--- src/rtl/tff_updown_counter.sv ---
// Up/down counter built from WIDTH toggle stages with parallel load, a
// combinational terminal-count strobe and a sticky wrap/saturate flag.
module tff_updown_counter #(
    parameter int unsigned WIDTH = 4,
    parameter bit          WRAP  = 1'b1
) (
    input  logic             clk,
    input  logic             rstn,
    input  logic             en,
    input  logic             up_dn,
    input  logic             load,
    input  logic [WIDTH-1:0] load_val,
    output logic [WIDTH-1:0] cnt,
    output logic [WIDTH-1:0] cnt_bar,
    output logic             tc,
    output logic             ovf
);

    logic [WIDTH-1:0] r_cnt;
    logic             r_ovf;
    logic [WIDTH-1:0] w_tog;
    logic             w_at_lim;

    // Stage i toggles when every lower stage is 1 (up) or 0 (down).
    assign w_tog[0] = 1'b1;
    for (genvar i = 1; i < WIDTH; i++) begin : g_tog
        assign w_tog[i] = up_dn ? (&r_cnt[i-1:0]) : ~(|r_cnt[i-1:0]);
    end

    assign w_at_lim = up_dn ? (&r_cnt) : ~(|r_cnt);

    always_ff @(posedge clk or negedge rstn) begin
        if (!rstn) begin
            r_cnt <= '0;
            r_ovf <= 1'b0;
        end else if (load) begin
            r_cnt <= load_val;
            r_ovf <= 1'b0;
        end else if (en) begin
            if (w_at_lim) begin
                r_ovf <= 1'b1;
            end
            // In saturate mode the toggles are suppressed at the limit.
            if (WRAP || !w_at_lim) begin
                r_cnt <= r_cnt ^ w_tog;
            end
        end
    end

    assign cnt     = r_cnt;
    assign cnt_bar = ~r_cnt;
    assign ovf     = r_ovf;
    assign tc      = en & ~load & w_at_lim;

endmodule
--- config.mk ---
export PLATFORM = sky130hd
export DESIGN_NAME = tff_updown_counter
export DESIGN_NICKNAME = d
export VERILOG_FILES = /design/src/rtl/tff_updown_counter.sv
export SDC_FILE = /design/constraint.sdc
export NUM_CORES = 1
export LEC_CHECK = 0
export CAP_MARGIN = 10
export CORE_AREA = 4 4 41 43
export DETAILED_ROUTE_END_ITERATION = 16
export DIE_AREA = 0 0 45 47
export PLACE_DENSITY_LB_ADDON = 0.08
export SETUP_SLACK_MARGIN = 0.4
export SLEW_MARGIN = 40
export SYNTH_ARGS = -nofsm -noshare
export SYNTH_HDL_FRONTEND = slang
export SYNTH_SLANG_ARGS = --single-unit
--- constraint.sdc ---
create_clock -name clk -period 3.61 [get_ports clk]
set_input_delay 0.361 -clock clk [delete_from_list [all_inputs] [get_ports clk]]
set_output_delay 0.361 -clock clk [all_outputs]
set_load 0.1 [all_outputs]
# Word-level counts from Yosys, hierarchy flattened
# Index checks and enable logic that the tools add are counted.
[classes] bitwise_logic=9 mux=9 reduce_logical=9
[op_table] cell="$mux 4" count=2
[op_table] cell="$mux 1" count=7
[op_table] cell="$not 1->1" count=5
[op_table] cell="$not 4->4" count=1
[op_table] cell="$reduce_and 2->1" count=2
[op_table] cell="$reduce_and 4->1" count=1
[op_table] cell="$reduce_bool 2->1" count=2
[op_table] cell="$reduce_or 4->1" count=1
[op_table] cell="$xor 4x4->4" count=1
[op_table] cell="$reduce_and 3->1" count=1
[op_table] cell="$reduce_or 3->1" count=1
[op_table] cell="$and 1x1->1" count=2
[op_table] cell="$reduce_or 2->1" count=1
[word_totals] ff_bits=5 wordCells=29 out_inout_bits=10

# Logic depth before layout (Yosys ltp)
# Gate-level depths: netlist of the first run.
[logic_depth] word_depth=6 mapped_depth=4

# Worst setup path before layout of the first run
# OpenSTA, ideal clock, no wires.
[synth_timing] path_type="reg2out" start="reg r_cnt[3], in the netlist cnt[3]" end="out tc" setup_slack_ps=54 path_buffers=0 required_ps=3249 t_arrival_ps=3195 path_stages_with_launch=4 path_cell_list="dfrtp_1 inv_1 mux2i_1 nor2_1"
[synth_between] elab_chain_cells=4 word_cells_on_any_way=5 classes_between="mux (1); bitwise (2); reduce/logical (2)"
[synth_lines] element="start, declared" line="19" source="logic [WIDTH-1:0] r_cnt;"
[synth_lines] element="start signal, assigned" line="37" source="r_cnt <= load_val;"
[synth_lines] element="start signal, assigned" line="45" source="r_cnt <= r_cnt ^ w_tog;"
[synth_lines] element="$reduce_or 4->1" line="30" source="assign w_at_lim = up_dn ? (&r_cnt) : ~(|r_cnt);"
[synth_lines] element="$not 1->1" line="30"
[synth_lines] element="$mux 1 (*)" line="30"
[synth_lines] element="$and 1x1->1 (*)" line="53" source="assign tc = en & ~load & w_at_lim;"
[synth_lines] element="end, declared" line="15" source="output logic tc,"
# Every way passes the cells marked *; elsewhere a longest branch is shown, timed or not.

# Worst setup path in the final report of the first run
[layout_timing] start="in up_dn" end="out tc"
[layout_between] elab_chain_cells=2
[layout_lines] element="start, declared" line="10" source="input logic up_dn,"
[layout_lines] element="$mux 1" line="30"
[layout_lines] element="$and 1x1->1" line="53"
# Every way passes these cells.

==> results of run 1 <==
## sequential cells by signal, indices dropped and copies added, names as in the netlist
register,count
cnt,4
ovf,1
## worst reg2reg max path: cells and delay by family (launching register included)
kind / cells / cell delay (ps)
simple gates: 1 / 560
flops: 1 / 470
compound gates: 1 / 320
## cell families after synthesis
| family | count (synthesis) |
|---|---|
| muxes | 1 |
| xor gates and xnor gates | 2 |
| buffers and inverters | 8 |
| DFF | 5 |
| and+or+nand+nor | 17 |
| AOI/OAI and AO/OA | 7 |
## area by class of cell
| cell class | count | area [um2] | area share |
|---|---|---|---|
| clock buffer | 4 | 26.3 | 0.0519 |
| inverter | 5 | 18.8 | 0.0370 |
| multi-input combinational | 27 | 185 | 0.365 |
| sequential | 5 | 125 | 0.247 |
| tap | 15 | 18.8 | 0.0370 |
| timing repair buffer | 18 | 133 | 0.262 |
## cell usage after synthesis
master	number	area (um2)
a211o_1	1	8.76
nand4_1	1	6.26
and4_1	1	8.76
nand3_1	3	15.0
o22ai_1	1	6.26
a21oi_1	1	5.00
nand2_1	2	7.51
xnor2_1	2	17.5
nor3b_1	1	7.51
or4_1	1	7.51
nand2b_1	1	6.26
inv_1	5	18.8
nor2_1	4	15.0
a211oi_2	1	12.5
buf_6	1	11.3
nor4_1	1	6.26
a311o_1	1	10.0
dfrtp_1	5	125
o21ai_0	1	5.00
clkbuf_1	1	3.75
mux2i_1	1	10.0
or4b_4	1	13.8
and2_1	1	6.26
buf_2	1	5.00
o211ai_1	1	7.51
## per-stage QoR
| step | hold slack, ps | utilization | power, mW | std cells |
|---|---|---|---|---|
| 2_1_floorplan | 65.4 | - | 0.198 | 40 |
| 3_3_place_gp | 521 | 0.404 | 0.235 | 70 |
| 3_5_place_dp | 527 | 0.369 | 0.224 | 70 |
| 4_1_cts | 362 | 0.389 | 0.289 | 74 |
| 5_1_grt | 370 | 0.389 | 0.300 | 74 |
| 6_report | 355 | 0.389 | 0.287 | 74 |
## worst max-delay path by stage
stage,startpoint,endpoint,slack [ps],depth (start not counted)
CTS,up_dn,tc,1380,5
detailed placement,up_dn,tc,1380,5
global placement,up_dn,tc,1400,5
floorplan,cnt[3]$_DFFE_PN0P_,tc,500,3
finish,up_dn,tc,1410,5
global route,up_dn,tc,1190,5
## power groups by stage
stage / registers (mW) / logic (mW) / clock network [mW]
global route: 0.0741 / 0.156 / 0.0692
CTS: 0.0725 / 0.151 / 0.0656
detailed placement: 0.0733 / 0.151 / 0
global placement: 0.0730 / 0.162 / 0
floorplan: 0.119 / 0.0785 / 0
finish: 0.0725 / 0.150 / 0.0639
## per-layer routing
layer / vias to the layer above / track usage / wire length [um]
met5: - / 0 / 0
met4: 0 / 0.0175 / 5
met3: 2 / 0.0268 / 87
met2: 13 / 0.141 / 381
met1: 152 / 0.124 / 399
li1: 181 / - / -
==> flow_metrics.env, run 1 <==
export IMPL_period_minus_slack_ps=2200
export IMPL_clk_path_buf_depth=2
export IMPL_crit_fanout=5
export IMPL_ys_types=25
export IMPL_hpwl_um=691
export IMPL_vias=348
export IMPL_path_buf_inv=2
export IMPL_synth_xor_area_share=0.0505
export IMPL_status="complete, no violations"
export IMPL_path_clk_slew_ps=50
export IMPL_cts_tree="yes"
export IMPL_cp_required_ps=3250
export IMPL_slew_limit_headroom=0.674
export IMPL_dieArea_mm2=0.00212
export IMPL_num_antenna_cells=0
export IMPL_drive_gt1_frac=0.271
export IMPL_p_seq_frac=0.253
export IMPL_gp_congestion=0.711
export IMPL_r2r_start="cnt[0]$_DFFE_PN0P_"
export IMPL_synth_warnings=0
export IMPL_slowest_delay_ps=480
export IMPL_p_comb_frac=0.524
export IMPL_grt_max_degree=15
export IMPL_initial_utilization=0.266
export IMPL_synth_simple_gate_area_share=0.289
export IMPL_r2r_setup_slack_ps=2130
export IMPL_fin_area_um2=507
export IMPL_first_pass_iters=3
export IMPL_cap_violations=0
export IMPL_tns_ps=0
export IMPL_io_pins=19
export IMPL_p_int_mw=0.134
export IMPL_netSwitchingPower_mw=0.152
export IMPL_fill_cells=148
export IMPL_synth_top_family_by_area="simple AND/OR/NAND/NOR gates"
export IMPL_ctsResizeCount=0
export IMPL_track_usage=0.0905
export IMPL_synth_seq_cells=5
export IMPL_overflow=0
export IMPL_wl_um=873
export IMPL_worstReg2RegEnd="cnt[2]$_DFFE_PN0P_"
export IMPL_cp_slowest_cell="clkdlybuf4s50_1"
export IMPL_final_common_cell="buf_2"
export IMPL_syn_inst=40
export IMPL_via_per_inst=4.70
export IMPL_synth_adder_area_share=0
export IMPL_port_buffers=18
export IMPL_cts_sinks=5
export IMPL_grt_pass1_wl_um=1440
export IMPL_rsz0062_at_grt="no"
export IMPL_critical_path_cell_chain="clkdlybuf4s50_1, nor4_1, mux2i_1, nor2_2, buf_4"
export IMPL_area_growth_pct=46.2
export IMPL_root_buffer="clkbuf_4"
export IMPL_post_place_ws_ps=1380
export IMPL_drc_errors=0
export IMPL_max_freq_ghz=0.454
export IMPL_ys_seq_area_frac=0.361
export IMPL_postCtsHoldBufs=0
export IMPL_fin_crit_sh=0.610
export IMPL_drv_slew=0
export IMPL_cp_start_kind="primary input"
export IMPL_antenna_found_initial=0
export IMPL_swShare=0.532
export IMPL_critPathKind="primary input to primary output"
export IMPL_first_global_vias=312
export IMPL_antenna_left=0
export IMPL_synth_compound_gate_area_share=0.159
export IMPL_p_clk_frac=0.223
export IMPL_cp_arrival_ps=1840
export IMPL_postPlaceCellArea_um2=480
export IMPL_wl_per_cell_um=11.8
export IMPL_rows=13
export IMPL_hp_class="primary input to async pin"
export IMPL_crit_path_end_kind="primary output"
export IMPL_die_h_um=47
export IMPL_p_leak_nw=0.226
export IMPL_skew_ps=4.15
export IMPL_cts_buffers=3
export IMPL_synth_nets=49
export IMPL_final_cell_mix="9 x buf_2, 8 x clkdlybuf4s50_1, 5 x inv_1, 5 x dfrtp_1"
export IMPL_clk_latency_ps=230
export IMPL_crit_family="buffers and inverters"
export IMPL_coreArea_mm2=0.00130
export IMPL_synth_area_per_cell_um2=8.66
export IMPL_drt_iter0_drc=6
export IMPL_dieWidth_um=45
export IMPL_worstMarginPinSlew_ps=492
export IMPL_ir_drop_mv=0.249
export IMPL_setup_ws_ps=1410
export IMPL_hold_viol=0
export IMPL_muxShareOfSynthArea=0.0289
export IMPL_final_setup_viol_count=0
export IMPL_power_density_mw_per_mm2=565
export IMPL_nNetsFinal=69
export IMPL_reg2reg_depth=2
export IMPL_htreeDepth=1
export IMPL_synth_area_um2=347
export IMPL_cts_setup_buffers=0
Note: power is estimated with default switching activity, not from simulation.
==> run 2: changes to the inputs <==
Clock period 3.61 ns to 2.15 ns, I/O delays scaled along.
==> flow_metrics.env, run 2 (synthesis results as in run 1) <==
export IMPL_status="complete, no violations"
export IMPL_cp_start_kind="primary input"
export IMPL_p_comb_frac=0.546
export IMPL_use_met2=0.138
export IMPL_via_per_inst=4.70
export IMPL_placed_cells=72
export IMPL_drv_slew=0
export IMPL_final_setup_viol_count=0
export IMPL_vias=376
export IMPL_grtUsageMet3=0.0268
export IMPL_power_density_mw_per_mm2=843
export IMPL_hold_slack_ps=216
export IMPL_slew_limit_headroom=0.828
export IMPL_overflow=0
export IMPL_slowest_delay_ps=610
export IMPL_r2r_start="cnt[1]$_DFFE_PN0P_"
export IMPL_die_h_um=47
export IMPL_setup_ws_ps=411
export IMPL_final_common_cell="buf_4"
export IMPL_crit_fanout=5
export IMPL_cp_slowest_cell="clkdlybuf4s50_1"
export IMPL_path_clk_slew_ps=50
export IMPL_antenna_found_initial=0
export IMPL_gr_usage_met1=0.118
export IMPL_grt_max_degree=10
export IMPL_io_pins=19
export IMPL_initial_utilization=0.266
export IMPL_cp_required_ps=1930
export IMPL_gp_congestion=0.734
export IMPL_critPathKind="primary input to primary output"
export IMPL_cp_arrival_ps=1520
export IMPL_fill_cells=132
export IMPL_p_seq_frac=0.252
export IMPL_dieArea_mm2=0.00212
export IMPL_dieWidth_um=45
export IMPL_htreeDepth=1
export IMPL_port_buffers=18
export IMPL_fin_area_um2=637
export IMPL_nNetsFinal=75
export IMPL_grt_busiest_layer="met2"
export IMPL_skew_ps=0.784
export IMPL_num_antenna_cells=0
export IMPL_drc_errors=0
export IMPL_wl_um=937
export IMPL_rows=13
export IMPL_fin_crit_sh=0.809
export IMPL_track_usage=0.0897
export IMPL_post_place_ws_ps=254
export IMPL_antenna_left=0
export IMPL_rsz0062_at_grt="yes"
export IMPL_p_leak_nw=0.248
export IMPL_r2r_setup_slack_ps=640
export IMPL_tns_ps=0
export IMPL_area_growth_pct=83.8
export IMPL_cts_tree="yes"
export IMPL_hpwl_um=730
export IMPL_period_minus_slack_ps=1740
export IMPL_reg2reg_depth=2
export IMPL_netSwitchingPower_mw=0.273
export IMPL_critical_path_cell_chain="clkdlybuf4s50_1, and4_1, mux2i_2, nor2_4, buf_12"
export IMPL_max_freq_ghz=0.575
export IMPL_multi_input_area_um2=209
export IMPL_root_buffer="clkbuf_4"
export IMPL_drive_gt1_frac=0.477
export IMPL_final_cell_mix="15 x buf_4, 8 x clkdlybuf4s50_1, 4 x dfrtp_4"
export IMPL_cts_sinks=5
export IMPL_cap_violations=0
export IMPL_swShare=0.508
export IMPL_postPlaceCellArea_um2=562
export IMPL_drt_iter0_drc=3
export IMPL_first_pass_iters=3
export IMPL_wl_per_cell_um=11.7
export IMPL_worstReg2RegEnd="cnt[2]$_DFFE_PN0P_"
export IMPL_coreArea_mm2=0.00130
export IMPL_grt_pass1_wl_um=1390
export IMPL_first_global_vias=347
export IMPL_clk_latency_ps=240
export IMPL_worstMarginPinSlew_ps=253
export IMPL_clk_path_buf_depth=2
export IMPL_hold_viol=0
export IMPL_fin_cells=80
export IMPL_hp_class="primary input to async pin"
export IMPL_p_clk_frac=0.203
export IMPL_p_int_mw=0.264
export IMPL_ir_drop_mv=0.328
export IMPL_crit_path_end_kind="primary output"
export IMPL_cts_buffers=3
export IMPL_ff_latch_area_um2=140
export IMPL_largest_reg_flops=4
[run 2: changes by cell type in the layout (fill, tap and decap cells not counted), sizes merged]
cell,change
buf,+6
clkinvlp,+3
inv,-3
[run 2: how the worst max path moves through the flow]
stage	start	to	slack (ps)	depth (start not counted)
global route	cnt[1]$_DFFE_PN0P_	tc	360	4
CTS	up_dn	tc	410	5
global placement	up_dn	tc	300	5
floorplan	cnt[3]$_DFFE_PN0P_	tc	1	3
finish	up_dn	tc	410	5
detailed placement	up_dn	tc	250	5
[run 2: per-layer routing]
metal  wire, um  up-vias
met1        405      170
li1           -      192
met4          0        0
met5          0        -
met3         90        0
met2        441       14
[run 2: power by group through the flow]
stage | clock network (mW) | registers [mW] | logic [mW]
floorplan | 0 | 0.213 | 0.135
global placement | 0 | 0.135 | 0.272
detailed placement | 0 | 0.135 | 0.274
CTS | 0.113 | 0.138 | 0.281
global route | 0.117 | 0.137 | 0.305
finish | 0.109 | 0.135 | 0.293
[run 2: area by class of cell]
| cell class | instances | area share |
|---|---|---|
| Timing Repair Buffer | 24 | 0.334 |
| Clock buffer | 4 | 0.0413 |
| Tap cell | 15 | 0.0295 |
| Sequential cell | 5 | 0.220 |
| Multi-Input combinational cell | 27 | 0.328 |
| Inverter | 5 | 0.0472 |
[run 2: what timing repair did]
action                     CTS  global route
gates resized for setup      3             0
buffers inserted             1             3
pin swaps                    1             1
setup endpoints to repair    1             1
hold buffers                 0             0
hold endpoints to repair     0             0
[run 2: metrics by stage]
stage / util / power (mW)
final: 0.489 / 0.537
after global routing: 0.489 / 0.559
after detailed placement: 0.432 / 0.409
after CTS: 0.472 / 0.532
after floorplan: - / 0.348
after global placement: 0.432 / 0.407
[run 2: worst max-delay path: cells and delay by family]
kind / cells / cell delay, ps
mux: 1 / 110
buf+inv: 2 / 790
simple gates: 2 / 410
